## src/rtl/key_event_gen_if.sv

```systemverilog
// Key event generator bus: time-base tick and key levels in, per-key event pulses out.
interface key_event_gen_if;
    logic       tick;
    logic [3:0] key_in;
    logic [3:0] press;
    logic [3:0] long_press;
    logic [3:0] key_repeat;
    logic [3:0] held;

    modport master (
        output tick,
        output key_in,
        input  press,
        input  long_press,
        input  key_repeat,
        input  held
    );

    modport slave (
        input  tick,
        input  key_in,
        output press,
        output long_press,
        output key_repeat,
        output held
    );
endinterface

```

## src/rtl/key_event_gen.sv

```systemverilog
// Four independent key FSMs turning debounced levels into press / long-press events.
// Define KEY_EVENT_REPEAT_EN to add auto-repeat pulses while a long hold continues.
module key_event_gen #(
    parameter int LONG_TICKS   = 100,
    parameter int REPEAT_TICKS = 20
) (
    input  logic           clk,
    input  logic           rst,
    key_event_gen_if.slave bus
);
    typedef enum logic [1:0] {
        IDLE  = 2'd0,
        SHORT = 2'd1,
        LONG  = 2'd2
    } key_state_t;

    localparam logic [7:0] LONG_LIM = 8'(LONG_TICKS);

    if (LONG_TICKS < 2 || LONG_TICKS > 255 || REPEAT_TICKS < 1 || REPEAT_TICKS > 255) begin : g_param_check
        $error("key_event_gen: LONG_TICKS must be 2..255 and REPEAT_TICKS 1..255");
    end

`ifdef KEY_EVENT_REPEAT_EN
    localparam logic [7:0] REPEAT_LIM = 8'(REPEAT_TICKS);
`endif

    function automatic logic [7:0] sat_inc(input logic [7:0] v);
        return (v == 8'hFF) ? v : v + 8'd1;
    endfunction

    key_state_t state     [4];
    key_state_t state_nxt [4];
    logic [7:0] cnt       [4];
    logic [7:0] cnt_nxt   [4];
    logic [3:0] prev;
    logic [3:0] press_nxt, long_nxt, held_nxt;
    logic [3:0] press_q, long_q, held_q;
`ifdef KEY_EVENT_REPEAT_EN
    logic [3:0] rpt_nxt, rpt_q;
`endif

    always_comb begin
        press_nxt = '0;
        long_nxt  = '0;
        held_nxt  = '0;
`ifdef KEY_EVENT_REPEAT_EN
        rpt_nxt   = '0;
`endif
        for (int k = 0; k < 4; k++) begin
            state_nxt[k] = state[k];
            cnt_nxt[k]   = cnt[k];
            case (state[k])
                IDLE: begin
                    // The edge cycle's tick is deliberately not counted.
                    if (bus.key_in[k] && !prev[k]) begin
                        state_nxt[k] = SHORT;
                        cnt_nxt[k]   = 8'd0;
                    end
                end
                SHORT: begin
                    if (!bus.key_in[k]) begin
                        state_nxt[k] = IDLE;
                        press_nxt[k] = 1'b1;
                    end else if (bus.tick) begin
                        if (sat_inc(cnt[k]) == LONG_LIM) begin
                            state_nxt[k] = LONG;
                            cnt_nxt[k]   = 8'd0;
                            long_nxt[k]  = 1'b1;
                        end else begin
                            cnt_nxt[k] = sat_inc(cnt[k]);
                        end
                    end
                end
                LONG: begin
                    if (!bus.key_in[k]) begin
                        state_nxt[k] = IDLE;
                    end
`ifdef KEY_EVENT_REPEAT_EN
                    else if (bus.tick) begin
                        if (sat_inc(cnt[k]) == REPEAT_LIM) begin
                            cnt_nxt[k] = 8'd0;
                            rpt_nxt[k] = 1'b1;
                        end else begin
                            cnt_nxt[k] = sat_inc(cnt[k]);
                        end
                    end
`endif
                end
                default: state_nxt[k] = IDLE;
            endcase
            held_nxt[k] = (state_nxt[k] != IDLE);
        end
    end

    // Previous level resets high so keys held through reset stay silent.
    always_ff @(posedge clk or negedge rst) begin
        if (!rst) begin
            for (int k = 0; k < 4; k++) begin
                state[k] <= IDLE;
                cnt[k]   <= 8'd0;
            end
            prev    <= 4'hF;
            press_q <= '0;
            long_q  <= '0;
            held_q  <= '0;
`ifdef KEY_EVENT_REPEAT_EN
            rpt_q   <= '0;
`endif
        end else begin
            for (int k = 0; k < 4; k++) begin
                state[k] <= state_nxt[k];
                cnt[k]   <= cnt_nxt[k];
            end
            prev    <= bus.key_in;
            press_q <= press_nxt;
            long_q  <= long_nxt;
            held_q  <= held_nxt;
`ifdef KEY_EVENT_REPEAT_EN
            rpt_q   <= rpt_nxt;
`endif
        end
    end

    assign bus.press      = press_q;
    assign bus.long_press = long_q;
    assign bus.held       = held_q;
`ifdef KEY_EVENT_REPEAT_EN
    assign bus.key_repeat = rpt_q;
`else
    assign bus.key_repeat = '0;
`endif
endmodule

```

## src/flat_wrapper.sv

```systemverilog
// flat-port wrapper written by rule: the top's interface ports become plain ports
module key_event_gen_flat 
#(
    parameter int LONG_TICKS   = 100,
    parameter int REPEAT_TICKS = 20
)
  (clk, rst, bus_tick, bus_key_in, bus_press, bus_long_press, bus_key_repeat, bus_held);
  key_event_gen_if bus_i ();
  input  logic clk;
  input  logic rst;
  input wire logic [$bits(bus_i.tick)-1:0] bus_tick;
  input wire logic [$bits(bus_i.key_in)-1:0] bus_key_in;
  output wire logic [$bits(bus_i.press)-1:0] bus_press;
  output wire logic [$bits(bus_i.long_press)-1:0] bus_long_press;
  output wire logic [$bits(bus_i.key_repeat)-1:0] bus_key_repeat;
  output wire logic [$bits(bus_i.held)-1:0] bus_held;
  assign bus_i.tick = bus_tick;
  assign bus_i.key_in = bus_key_in;
  assign bus_press = bus_i.press;
  assign bus_long_press = bus_i.long_press;
  assign bus_key_repeat = bus_i.key_repeat;
  assign bus_held = bus_i.held;
  key_event_gen #(.LONG_TICKS(LONG_TICKS), .REPEAT_TICKS(REPEAT_TICKS)) u_core (.clk(clk), .rst(rst), .bus(bus_i));
endmodule
```

## config.mk

```make
export PLATFORM = sky130hd
export DESIGN_NAME = key_event_gen_flat
export DESIGN_NICKNAME = d
export VERILOG_FILES = /design/src/rtl/key_event_gen_if.sv /design/src/rtl/key_event_gen.sv /design/src/flat_wrapper.sv
export SDC_FILE = /design/constraint.sdc
export NUM_CORES = 1
export LEC_CHECK = 0
export ABC_AREA = 1
export BUFFER_PORTS_ARGS = -buffer_cell sky130_fd_sc_hd__buf_2
export CORE_MARGIN = 2
export CORE_UTILIZATION = 29
export CTS_CLUSTER_DIAMETER = 80
export DETAILED_ROUTE_END_ITERATION = 6
export SYNTH_ARGS = -nofsm -noshare
export SYNTH_HDL_FRONTEND = slang
export SYNTH_SLANG_ARGS = --single-unit
```

## constraint.sdc

```tcl
create_clock -name clk -period 3.35 [get_ports clk]
set_input_delay 1.005 -clock clk [delete_from_list [all_inputs] [get_ports clk]]
set_output_delay 1.005 -clock clk [all_outputs]
set_load 0.02 [all_outputs]
```

==> summary.txt <==
Status -> finished, final reports clean
Slew Viols, Final -> 0
DP Worst Slack -> 1.06 ns
Placed wire-length estimate -> 4.77 mm
XOR/XNOR share of the synthesized area -> 2.53%
ANT cells -> 0
Post-synthesis adder-cell area fraction -> 1.61%
Die area -> 11600 sq um
WP data required -> 3.52 ns
Final non-filler cell total -> 571
Worst path most repeated cell -> inv_1
Gr busiest metal -> met2
Met2 Usage GRT -> 19.2%
HP Class -> reg -> reg
Slew @ Worst Pin -> 0.599 ns
Root Buffer -> clkbuf_8
Worst hold margin -> 0.554 ns
Share of layout cells above drive strength 1 -> 13.6%
Vias -> 2631
Kind of start point of the critical path -> input pin
Area growth syn-to-layout -> 11.1%
Reg clk slew, reported paths -> 0.10 ns
Synthesized area -> 3110 sq um
GR Util met3 -> 2.54%
# rows -> 37
GP Congestion -> 0.861
DRT antenna net count -> 0
Die height -> 108 microns
Final period utilization -> 58.8%
Post-cts resize count -> 0
Slowest CP cell -> nor2_1
Synth Area in Compound Gates -> 9.13%
Hold Buf Count CTS -> 0
WP buf/inv -> 4
Multiplexer area fraction after synthesis -> 0%
GRT overflow -> 0
Overall Global Routing Usage -> 11.5%
Synth unique cells -> 27
Initial antenna violation count -> 0
Arrival @ worst endpoint -> 2.14 ns
Crit-path leading delay family -> simple AND/OR/NAND/NOR gates
Critical path fanouts, max -> 7
Setup slack after layout -> 1.38 ns
Final Setup Violations -> 0
Vias in the first global route -> 2508
Pin count of the biggest net entering global routing -> 32
Cell Pwr Density -> 385 nW/um^2
IO Pins -> 23
Routing usage on met1 -> 15.1%
Initial DRC count -> 70
Synth Area per Inst -> 7.59 sq um
Dpl cells -> 563
CTS H-tree depth -> 2
Post-layout net count -> 445
Clock Latency Late Sink -> 0.30 ns
CTS tree -> built
Fillers -> 1125
Maximum root-to-sink buffer count -> 2
Seq/Total Area, Yosys -> 45.2%
Max stage delay on crit path -> 0.24 ns
Setup CP Type -> in -> reg
Num CTS Buffers -> 5
Global-route wire length before repair -> 11.0 mm
Pleak -> 0.00178 uW
Cell chain of the critical path -> buf_2, inv_1, nor2_1, inv_1, nor2_1, inv_1, nand2_1, o21ai_0
Fmax -> 507 MHz
DR vias/cell -> 4.61
DR pass1 iterations -> 4
Unrepaired setup endpoints after global routing -> no
IO buf count -> 18
DR DRC count -> 0
Cells after Synth -> 410
Setup TNS -> 0 ns
Die width -> 108 microns
FF+latch count, synth -> 56
Critical path endpoint category -> flop
Final hold vios -> 0
YS warnings -> 0
CTS sink cnt -> 56
Number of max-cap violations -> 0
Largest family of logic cells by synthesized area -> simple AND/OR/NAND/NOR gates
Final wirelength -> 6.23 mm
Synth Area in Simple Gates -> 31.6%
Slew HR -> 60.1%
Max VDD drop -> 0.268 mV
WL/cell -> 10.9 microns
Clk_skew -> 0.00488 ns
Starting density of the core -> 30.0%
Tmin final -> 1.97 ns
Setup bufs post-CTS -> 0
Core area -> 10400 sq um
## report_power, final
group          internal [uW]  switching [uW]  leakage (uW)
clock                    169             209     0.0000455
combinational           67.3             138      0.000982
sequential               716            31.3      0.000750
total                    953             379       0.00178
## metal layers
layer  part of all wire, %  vias to the layer above
li1                      -                     1353
met1                    47                     1232
met2                    48                       44
met3                   3.4                        2
met4                  0.74                        0
met5                     0                        -
## registers in the layout (all words and copies together) (netlist names)
signal / flops
u_core.bus.held: 4
u_core.bus.long_press: 4
u_core.bus.press: 4
u_core.cnt: 32
u_core.prev: 4
u_core.state: 8
## worst reg2reg max path: cells and delay by family, from the launching register on
family | cells | cell delay (ns)
AND/OR/NAND/NOR | 9 | 0.91
flip-flops | 1 | 0.44
adder cells (fa/ha/maj) | 1 | 0.26
AO/OA/AOI/OAI | 1 | 0.19
## cell usage in the layout, fill, tap and decap left out
cell,n
nand4_1,12
nand2_4,1
nor2_1,36
xor2_1,9
buf_2,18
clkbuf_1,2
inv_2,1
nand3_1,33
inv_1,71
o21ai_0,27
conb_1,4
o21ai_2,2
o21ai_1,2
a22o_1,1
and3_1,1
ha_1,4
nor2_4,2
nand2_1,98
nand3_2,3
nor4_1,4
nor2_2,13
buf_12,1
a21oi_1,10
clkbuf_8,6
nand2_2,6
dfrtp_1,52
o22ai_1,10
nand4_2,2
dfstp_2,4
## final cells by class
class	count	area, sq um	area share [%]
clock buffers	8	90.1	2.61
flip-flops and latches	56	1410	40.7
well taps	136	170	4.92
repair buffers	19	110	3.18
multi-input cells	280	1410	40.8
inverters	72	270	7.82
## cells in the mapped netlist
cell	count	area (sq um)
nand3_1	33	165
nand2_1	98	368
buf_4	4	30.0
ha_1	4	50.1
a22o_1	1	8.76
nand3_2	3	30.0
xor2_1	9	78.8
nor2_4	2	22.5
a21oi_1	10	50.1
and3_1	1	6.26
dfrtp_1	52	1300
nand4_2	2	25.0
buf_2	1	5.00
dfstp_2	4	105
o21ai_1	2	10.0
nand4_1	12	75.1
nand2_2	6	37.5
o22ai_1	10	62.6
o21ai_0	27	135
conb_1	1	3.75
nor4_1	4	25.0
nand2_4	1	11.3
nor2_2	13	81.3
nor2_1	36	135
inv_1	71	267
inv_2	1	3.75
o21ai_2	2	17.5
## worst paths after layout
check,startpoint,end,slack [ns],cells past startpoint
setup / recovery,bus_key_in[1],u_core.cnt[19],1.38,8
hold / removal,u_core.cnt[26],u_core.cnt[26],0.55,2
setup reg to reg,u_core.cnt[16],u_core.bus.held[1],1.45,11
hold reg to reg,u_core.cnt[26],u_core.cnt[26],0.55,2
max in group asynchronous,rst,u_core.prev[3],2.00,2
min in group asynchronous,rst,u_core.cnt[31],0.70,1
## metrics by stage
step / area [sq um] / power [uW] / utilization, %
floorplan: 3120 / 908 / -
detailed placement: 3370 / 970 / 32.5
global route: 3460 / 1420 / 33.3
finish: 3460 / 1330 / 33.3
global placement: 3370 / 965 / 32.5
CTS: 3460 / 1360 / 33.3
## kinds of logic after synthesis
kind of cell	after synthesis
flops	56
fa+ha+maj	4
xor+xnor	9
simple gates	211
other cells	1
buf+inv	77
compound gates	52
Power figures use the tool's default switching activity.
